**config.mk**
```make
export PLATFORM = sky130hd
export DESIGN_NAME = mnist_frame_rx
export DESIGN_NICKNAME = d
export VERILOG_FILES = /design/src/rtl/mnist_frame_rx.sv
export SDC_FILE = /design/constraint.sdc
export NUM_CORES = 1
export LEC_CHECK = 0
export BUFFER_PORTS_ARGS = -buffer_cell sky130_fd_sc_hd__buf_2
export CORE_ASPECT_RATIO = 2
export CORE_MARGIN = 4
export CORE_UTILIZATION = 40
export CTS_CLUSTER_DIAMETER = 150
export DETAILED_ROUTE_END_ITERATION = 7
export GPL_ROUTABILITY_DRIVEN = 1
export GPL_TIMING_DRIVEN = 0
export PLACE_DENSITY_LB_ADDON = 0.15
export REMOVE_ABC_BUFFERS = 1
export SYNTH_ARGS = -nofsm -noshare
export SYNTH_HDL_FRONTEND = slang
export SYNTH_SLANG_ARGS = --single-unit
```
**constraint.sdc**
```tcl
create_clock -name sys_clk -period 4.33 [get_ports sys_clk]
set_input_delay 0.866 -clock sys_clk [delete_from_list [all_inputs] [get_ports sys_clk]]
set_output_delay 0.866 -clock sys_clk [all_outputs]
set_load 0.01 [all_outputs]
```
**src/rtl/mnist_frame_rx.sv**
```systemverilog
// Frame assembler between uart_rx and the image buffer: label byte, then 28x28
// little-endian 32-bit pixels. Answers ACK/NAK through uart_tx and holds the frame until released.
module mnist_frame_rx #(
    parameter int         IMG_W    = 28,
    parameter int         IMG_H    = 28,
    parameter int         TIMEOUT  = 1_000_000,
    parameter logic [7:0] ACK_BYTE = 8'h4B,
    parameter logic [7:0] NAK_BYTE = 8'h45
) (
    input  logic        sys_clk,
    input  logic        rst,
    input  logic        rx_valid,
    input  logic [7:0]  rx_data,
    input  logic        tx_ready,
    output logic        tx_start,
    output logic [7:0]  tx_data,
    output logic        px_we,
    output logic [9:0]  px_addr,
    output logic [31:0] px_data,
    output logic [3:0]  label,
    output logic        frame_valid,
    input  logic        img_release,
    output logic        overrun
);

    typedef enum logic [2:0] {
        ST_IDLE  = 3'd0,
        ST_PIXEL = 3'd1,
        ST_ACK   = 3'd2,
        ST_NAK   = 3'd3,
        ST_FULL  = 3'd4
    } state_t;

    // Counter only needs to reach TIMEOUT-1; the NAK fires on the following idle clock.
    localparam int          TW      = $clog2(TIMEOUT);
    localparam logic [TW-1:0] TO_LAST = TW'(TIMEOUT - 1);
    localparam logic [4:0]  X_LAST  = 5'(IMG_W - 1);
    localparam logic [4:0]  Y_LAST  = 5'(IMG_H - 1);
    localparam logic [9:0]  W10     = 10'(IMG_W);

    state_t          state_r;
    logic [23:0]     word_r;
    logic [1:0]      byte_idx_r;
    logic [4:0]      x_r;
    logic [4:0]      y_r;
    logic [TW-1:0]   to_cnt_r;

    // Frame parser FSM with all outputs registered.
    always_ff @(posedge sys_clk or negedge rst) begin
        if (!rst) begin
            state_r     <= ST_IDLE;
            word_r      <= 24'd0;
            byte_idx_r  <= 2'd0;
            x_r         <= 5'd0;
            y_r         <= 5'd0;
            to_cnt_r    <= '0;
            tx_start    <= 1'b0;
            tx_data     <= 8'd0;
            px_we       <= 1'b0;
            px_addr     <= 10'd0;
            px_data     <= 32'd0;
            label       <= 4'd0;
            frame_valid <= 1'b0;
            overrun     <= 1'b0;
        end else begin
            tx_start <= 1'b0;
            px_we    <= 1'b0;
            case (state_r)
                ST_IDLE: begin
                    if (rx_valid && (rx_data <= 8'd9)) begin
                        label      <= rx_data[3:0];
                        byte_idx_r <= 2'd0;
                        x_r        <= 5'd0;
                        y_r        <= 5'd0;
                        to_cnt_r   <= '0;
                        state_r    <= ST_PIXEL;
                    end
                end
                ST_PIXEL: begin
                    if (rx_valid) begin
                        to_cnt_r   <= '0;
                        word_r     <= {rx_data, word_r[23:8]};
                        byte_idx_r <= byte_idx_r + 2'd1;
                        if (byte_idx_r == 2'd3) begin
                            px_we   <= 1'b1;
                            px_addr <= 10'(y_r) * W10 + 10'(x_r);
                            px_data <= {rx_data, word_r};
                            if (x_r == X_LAST) begin
                                x_r <= 5'd0;
                                if (y_r == Y_LAST) begin
                                    y_r     <= 5'd0;
                                    tx_data <= ACK_BYTE;
                                    state_r <= ST_ACK;
                                end else begin
                                    y_r <= y_r + 5'd1;
                                end
                            end else begin
                                x_r <= x_r + 5'd1;
                            end
                        end
                    end else if (to_cnt_r == TO_LAST) begin
                        to_cnt_r <= '0;
                        tx_data  <= NAK_BYTE;
                        state_r  <= ST_NAK;
                    end else begin
                        to_cnt_r <= to_cnt_r + TW'(1);
                    end
                end
                ST_ACK: begin
                    if (rx_valid) begin
                        overrun <= 1'b1;
                    end
                    if (tx_ready) begin
                        tx_start <= 1'b1;
                        state_r  <= ST_FULL;
                    end
                end
                ST_NAK: begin
                    if (tx_ready) begin
                        tx_start <= 1'b1;
                        state_r  <= ST_IDLE;
                    end
                end
                ST_FULL: begin
                    // Release wins over a coincident byte, so overrun ends cleared.
                    if (img_release) begin
                        frame_valid <= 1'b0;
                        overrun     <= 1'b0;
                        state_r     <= ST_IDLE;
                    end else begin
                        frame_valid <= 1'b1;
                        if (rx_valid) begin
                            overrun <= 1'b1;
                        end
                    end
                end
                default: begin
                    state_r <= ST_IDLE;
                end
            endcase
        end
    end

endmodule
```
After elaboration in Yosys (flattened, before gate mapping)
Index checks and enable logic that the tools add are counted.
- flip-flop bits (word level): 117
- bits of input ports: 13
- output and inout bits: 58
- word-level logic and storage cells: 99
- add/subtract/negate cells: 5
- multipliers: 1
- order comparisons: 1
- equal/unequal tests: 22
- muxes and demuxes: 41
- reductions and logical operators: 15
- operators with widths (operator ; number):
    $mux W20 ; 3
    $mux W5 ; 8
    $mux W8 ; 5
    $pmux W20 S2 ; 1
    $mux W3 ; 9
    $add A20 B1 Y20 const B ; 1
    $eq A20 B20 Y1 const B ; 1
    $pmux W5 S2 ; 2
    $pmux W3 S5 ; 1
    $ne A2 B2 Y1 const B ; 7
    $ne A3 B3 Y1 const B ; 4
    $add A10 B5 Y10 ; 1
    $add A5 B1 Y5 const B ; 2
    $eq A5 B5 Y1 const B ; 2
    $reduce_and A5 Y1 ; 2
    $le A8 B4 Y1 const B ; 1
    $mul A5 B3 Y8 const B ; 1
    $mux W1 ; 8
    $reduce_and A8 Y1 ; 1
    $eq A3 B2 Y1 const B ; 2
    $ne A2 B1 Y1 const B ; 3
    $reduce_and A2 Y1 ; 3
    $reduce_and A3 Y1 ; 2
    $reduce_bool A2 Y1 ; 3
    other kinds (11) ; 12

Depth between registers and ports, before layout
Gate-level depths: netlist (run 1).
- word-level depth: 6
- depth in mapped cells: 9
- gate-level depth less buffers: 9

Worst setup path after synthesis (run 1)
OpenSTA, ideal clock, no wires.
- kind: flip-flop to flip-flop
- start: register y_r[2]
- end: register px_addr[8]
- library setup time: 125 ps
- arrival time: 2733 ps
- required time: 4205 ps
- path slack: 1472 ps
- cell stages (with the launch flop): 9
- buffers on the path: 0
- clock period less this slack: 2858 ps
- cells stage by stage: dfrtp_1 > fa_1 > ha_1 > inv_1 > fa_1 > or2_2 > a211oi_1 > xnor3_1 > mux2_2
- word-level cells in the longest chain between the ends: 2
- RTL lines (what ; line ; RTL):
    start: declaration ; 45 ; logic [4:0] y_r;
    start signal: assignment ; 95 ; y_r <= y_r + 5'd1;
    $mul A5 B3 Y8 ; 86 ; px_addr <= 10'(y_r) * W10 + 10'(x_r);
    $add A10 B5 Y10 ; 86 ;
    end signal: assignment ; 86 ;
    end: declaration ; 18 ; output logic [9:0] px_addr,
No other way between the ends.
A chain may end at the register's enable or synchronous reset.

Final worst setup path (run 1)
- start: input port rx_valid
- end: register px_addr[9]
- word-level cells in the longest chain between the ends: 1
- RTL lines (what ; line ; RTL):
    start: declaration ; 12 ; input logic rx_valid,
    $reduce_and A3 Y1 (no line) ; - ;
No other way between the ends.

==> results.yml, run 1 <==
status:
  outcome: "finished clean"
timing:
  final-hold-violation-count: 0
  rsz0062_at_grt: "false"
  finalCriticalPeriod_ns: 3.59
  max_freq_mhz: 278
  clock_skew_ns: 0.00911
  final.period_utilization: 0.830
  slew_headroom: 0.308
  tns_ns: 0
  setup_viol: 0
  slew_viol_final: 0
  tightest_slew_ns: 1.04
floorplanning:
  num_io_pins: 71
  die_width_um: 90.2
  num_rows: 59
  initial_utilization: 0.411
  die_h_um: 172
  coreArea_um2: 13100
  die_area_um2: 15500
flow_run:
  max_cap_viol_count: 0
worst_setup_path:
  crit_chain: "buf_2, and4bb_2, nand2_2, inv_1, o211a_1, nand4_1, o211ai_1"
  worst-path-buf-inv: 2
  cp.required_ns: 4.59
  arrival_ns: 3.86
  worstSetupPathType: "input port to flop"
  cp-end-kind: "flop"
  reg2reg_from: "state_r[0]"
  worstPathMaxFanout: 32
  crit_slowest_cell: "inv_1"
  crit_start: "rx_valid"
  critPathLaunchType: "input port"
  critPathTopFamily: "simple AND/OR/NAND/NOR gates"
  slowest_delay_ns: 0.89
drt:
  first_iter_violations: 153
  routed_wl_um: 11400
  wl_per_cell_um: 16.7
  ant_nets: 0
  viasPerCell: 5.44
  vias: 3696
  drt_first_pass_iters: 4
  drc_errors: 0
placement:
  io_buffers: 67
  gp_congestion: 0.801
  dpl.hpwl_um: 8200
  place_area_um2: 5830
synthesis:
  synthAdderAreaFrac: 0.0593
  synth_cell_types: 58
  synth_xor_area_frac: 0.0155
  synthTopCellsByArea: "dfrtp_1 52%, mux2_2 14%, ha_1 3.7%"
  ys_seq_elements: 112
  synthesis.area_um2: 5410
  yosysTopAreaCell: "dfrtp_1"
  ys.flop_type: "dfrtp_1"
  synth_top_cell_area_share: 0.519
  synth_edf_count: 0
  synth_most_common_cell: "dfrtp_1"
  muxShareOfSynthArea: 0.145
  yosys-top-cells-count: "112 x dfrtp_1, 67 x mux2_2, 37 x nand2_1"
  synth_seq_area_share: 0.519
  async_flop_share: 1.00
  synth_top_family_by_area: "multiplexers"
  synth_compound_area_frac: 0.104
  ys_warn_count: 0
  syn_area_per_cell_um2: 11.6
  syn-instance-count: 466
  yosys.area_share.simple: 0.118
clocking:
  holdBufCountCts: 0
  cts_max_level: 3
  numCtsBuffers: 9
  clock_path_buffers: 2
  clock_sinks: 112
  cts.clk_slew.worst_paths_ns: 0.08
  clk_latency_ns: 0.34
  cts_tree: "done"
  clock-root-buffer: "clkbuf_16"
global_route:
  grtUsageTotal: 0.154
  grt_max_degree: 80
  grt_pass1_vias: 4060
  grt_pass1_wl_um: 19500
  grt_antenna_before_repair: 0
  gr-total-overflow: 0
final_layout:
  num-fill-cells: 1262
  design_area_um2: 6120
  area_growth_pct: 13.3
  drive_above_1_share: 0.300
  diodes: 0
  fin_nets: 558
power:
  p_leak_nw: 2.90
  p_per_area_nw_per_um2: 476
  irDropWorstVdd_mv: 0.334
hold_path:
  min_path_type: "input port to async pin"
[cell families after synthesis]
logic type	after synthesis
simple gates	121
flops	112
compound gates	89
mux	70
buf+inv	43
fa+ha+maj	22
xor+xnor	8
other cells	1
[final timing paths]
kind | cells past startpoint | endpoint | slack (ns)
setup / recovery | 7 | px_addr[9] | 0.74
hold / removal | 1 | to_cnt_r[15] | 0.40
setup reg to reg | 6 | px_addr[9] | 0.91
hold reg to reg | 2 | px_addr[7] | 0.47
max in group asynchronous | 2 | word_r[11] | 3.22
min in group sys_clk | 2 | px_addr[7] | 0.47
[stage by stage]
| stage | instances | hold slack (ns) | utilization | setup slack, ns | total power, mW |
|---|---|---|---|---|---|
| 6_report | 679 | 0.401 | 0.466 | 0.735 | 2.91 |
| 4_1_cts | 679 | 0.402 | 0.466 | 0.103 | 2.97 |
| 5_1_grt | 679 | 0.413 | 0.466 | 0.452 | 3.10 |
| 3_3_place_gp | 663 | 0.457 | 0.441 | -0.769 | 2.12 |
| 2_1_floorplan | 444 | 0.466 | - | 0.857 | 1.83 |
| 3_5_place_dp | 664 | 0.466 | 0.444 | -0.834 | 2.15 |
[final cells by class]
cell class / count / area, um^2 / area share
inverters: 19 / 71.3 / 0.0116
clock inverters: 6 / 62.6 / 0.0102
clock buffers: 9 / 225 / 0.0368
well taps: 152 / 190 / 0.0311
repair buffers: 68 / 369 / 0.0603
flip-flops and latches: 112 / 2800 / 0.458
multi-input cells: 313 / 2400 / 0.392
[cells in the final DEF, fill, tap and decap left out, drive strengths merged, types with 2 or more instances in the layout]
| cell | count |
|---|---|
| o21ai | 29 |
| and3 | 7 |
| nor3 | 4 |
| mux2 | 67 |
| a31oi | 8 |
| clkinv | 3 |
| fa | 6 |
| nand3 | 13 |
| nor3b | 2 |
| nor2 | 21 |
| or3 | 6 |
| o22ai | 2 |
| a22o | 6 |
| a211oi | 2 |
| inv | 22 |
| mux2i | 3 |
| nand2 | 37 |
| dfrtp | 112 |
| conb | 3 |
| a21o | 10 |
| and4 | 2 |
| nor4 | 3 |
| nor2b | 3 |
| clkbuf | 9 |
| and4bb | 2 |
| xnor2 | 6 |
| ha | 16 |
| nand3b | 2 |
| o21a | 2 |
| or2 | 3 |
| buf | 68 |
| nand4 | 10 |
| a21oi | 19 |
[metal layers]
| layer | share of wire | global-route usage | routed length [um] | vias up |
|---|---|---|---|---|
| met2 | 0.58 | 0.309 | 6570 | 50 |
| met1 | 0.38 | 0.162 | 4380 | 1875 |
| met4 | 0.011 | 0.0520 | 120 | 0 |
| met3 | 0.026 | 0.0213 | 299 | 8 |
| li1 | - | - | - | 1763 |
| met5 | 0 | 0 | 0 | - |
[power by group]
group / internal [mW] / switching [mW]
logic: 0.347 / 0.327
registers: 1.29 / 0.144
clock network: 0.403 / 0.401
total: 2.04 / 0.872
[what timing repair did]
item / in CTS / in global routing
setup endpoints to repair: 20 / 18
setup buffers: 0 / 0
gates resized for setup: 1 / 1
endpoints found under the hold margin: 0 / 0
[worst reg2reg max path: stages (launching register included)]
cell and delay [ns]:
dfrtp_1 0.55, and4bb_2 0.76, nand2_2 0.65, inv_1 0.90, o211a_1 0.28, nand4_1 0.10, o211ai_1 0.11
[sequential cells by signal (all words and copies together) (netlist names), 2 cells and up]
signal / flops
byte_idx_r: 2
px_data: 32
word_r: 24
tx_data: 3
y_r: 5
x_r: 5
to_cnt_r: 20
state_r: 3
label: 4
px_addr: 10
Note: power is estimated with default switching activity, not from simulation.
==> inputs of run 2 (changes only) <==
Clock period 4.33 ns to 3.04 ns, I/O delays scaled along.
==> results.yml, run 2 (same netlist as run 1, synthesis figures left out) <==
worst_setup_path:
  worstPathMaxFanout: 7
  crit_chain: "fa_1, ha_1, inv_1, fa_2, or2_2, a211oi_1, xnor3_1, mux2_2"
  worstSetupPathType: "flop to flop"
  cp.required_ns: 3.27
  arrival_ns: 3.14
  critPathLaunchType: "flop"
  slowest_delay_ns: 0.50
  crit_slowest_cell: "fa_1"
  cp-end-kind: "flop"
clocking:
  cts_max_level: 3
  clk_latency_ns: 0.34
  clock_path_buffers: 2
  clock-root-buffer: "clkbuf_16"
  clock_sinks: 112
  cts_tree: "done"
  numCtsBuffers: 9
  cts.clk_slew.worst_paths_ns: 0.08
drt:
  ant_nets: 0
  routed_wl_um: 11400
  vias: 3690
  wl_per_cell_um: 16.8
  drt_first_pass_iters: 4
  drc_errors: 0
  viasPerCell: 5.41
  first_iter_violations: 151
power:
  p_int_mw: 2.91
  p_leak_nw: 2.91
  seqPwrFrac: 0.492
  p_sw_mw: 1.24
  share_comb_of_total_power: 0.232
  p_per_area_nw_per_um2: 673
  pwr-share-clk: 0.276
  swShare: 0.299
  irDropWorstVdd_mv: 0.476
final_layout:
  area_growth_pct: 14.3
  mostFrequentLayoutCells: "109 x dfrtp_1, 67 x mux2_2, 66 x buf_2"
  drive_above_1_share: 0.313
  final_util: 0.470
  largestRegisters: "px_data (32), word_r (24), to_cnt_r (20)"
  num-fill-cells: 1251
  multi_input_area_um2: 2420
  largest_register: "px_data"
  diodes: 0
  fin_nets: 561
  final_common_cell: "dfrtp_1"
  seq_area_um2: 2810
  largest_reg_flops: 32
timing:
  holdWs_ns: 0.142
  final-hold-violation-count: 0
  tightest_slew_ns: 1.04
  clock_skew_ns: 0.00872
  tns_ns: 0
  final.period_utilization: 0.956
  slew_headroom: 0.307
  rsz0062_at_grt: "false"
  max_freq_mhz: 344
  setup_viol: 0
  finalCriticalPeriod_ns: 2.91
  slew_viol_final: 0
global_route:
  gr-total-overflow: 0
  grt_pass1_vias: 4060
  grt_max_degree: 80
  grt_antenna_before_repair: 0
  grtUsageTotal: 0.154
  grt_pass1_wl_um: 19500
flow_run:
  max_cap_viol_count: 0
placement:
  gp_congestion: 0.801
  io_buffers: 67
  dpl.hpwl_um: 8200
floorplanning:
  die_h_um: 172
  die_width_um: 90.2
  die_area_um2: 15500
  coreArea_um2: 13100
  num_io_pins: 71
  num_rows: 59
  initial_utilization: 0.411
hold_path:
  min_path_type: "input port to async pin"
status:
  outcome: "finished clean"
-- run 2: changes by cell type in the layout (fill, tap and decap cells not counted), sizes merged --
| cell | change |
|---|---|
| clkinvlp | +1 |
| inv | -1 |
| buf | +3 |
-- run 2: layout make-up --
type | count | area share
clock buffers | 9 | 0.0365
clock inverters | 6 | 0.0101
inverters | 19 | 0.0122
multi-input cells | 313 | 0.393
flip-flops and latches | 112 | 0.454
well taps | 152 | 0.0308
repair buffers | 71 | 0.0634
-- run 2: through the flow --
stage	total power [mW]	setup WS (ns)	std cells	cell area, um^2
CTS	4.23	0.0688	679	6130
global route	4.42	0.0518	682	6180
finish	4.16	0.134	682	6180
floorplan	2.60	-0.175	444	5270
detailed placement	3.07	-1.87	664	5830
global placement	3.03	-1.80	663	5800
-- run 2: final timing paths --
kind                            start           end  slack [ns]  cells past startpoint
min reg2reg                px_addr[7]    px_addr[7]        0.47                      2
min in group sys_clk       px_addr[7]    px_addr[7]        0.47                      2
max in group asynchronous         rst        y_r[1]        2.18                      2
max reg2reg                    y_r[0]    px_addr[8]        0.13                      8
min                               rst  to_cnt_r[15]        0.14                      1
max                            y_r[0]    px_addr[8]        0.13                      8
-- run 2: power by group through the flow --
stage                     logic (mW)  registers, mW  clock network [mW]
after floorplan                0.426           2.18                   0
after global placement         0.968           2.06                   0
after detailed placement       0.989           2.08                   0
after CTS                      0.994           2.05                1.19
after global routing            1.08           2.10                1.24
final                          0.964           2.04                1.15
-- run 2: routing by layer --
metal	vias up	part of all wire	GRT usage	wire, um
li1	1767	-	-	-
met1	1863	0.39	0.162	4430
met2	52	0.58	0.309	6610
met3	8	0.024	0.0213	277
met4	0	0.010	0.0520	120
met5	-	0	0	0
-- run 2: timing repair --
| item | CTS | global route |
|---|---|---|
| gates cloned | 0 | 0 |
| endpoints found under the setup margin | 48 | 11 |
| pin swaps | 0 | 0 |
| buffers inserted | 0 | 3 |
| hold buffers | 0 | 0 |
| resized for setup | 5 | 5 |
-- run 2: worst max-delay path, delay by kind of cell (launching register included) --
kind            cells  cell delay (ns)
compound gates      1             0.24
buf+inv             1             0.07
fa+ha+maj           3             1.18
mux                 1             0.26
xor+xnor            1             0.25
simple gates        1             0.33
flops               1             0.46
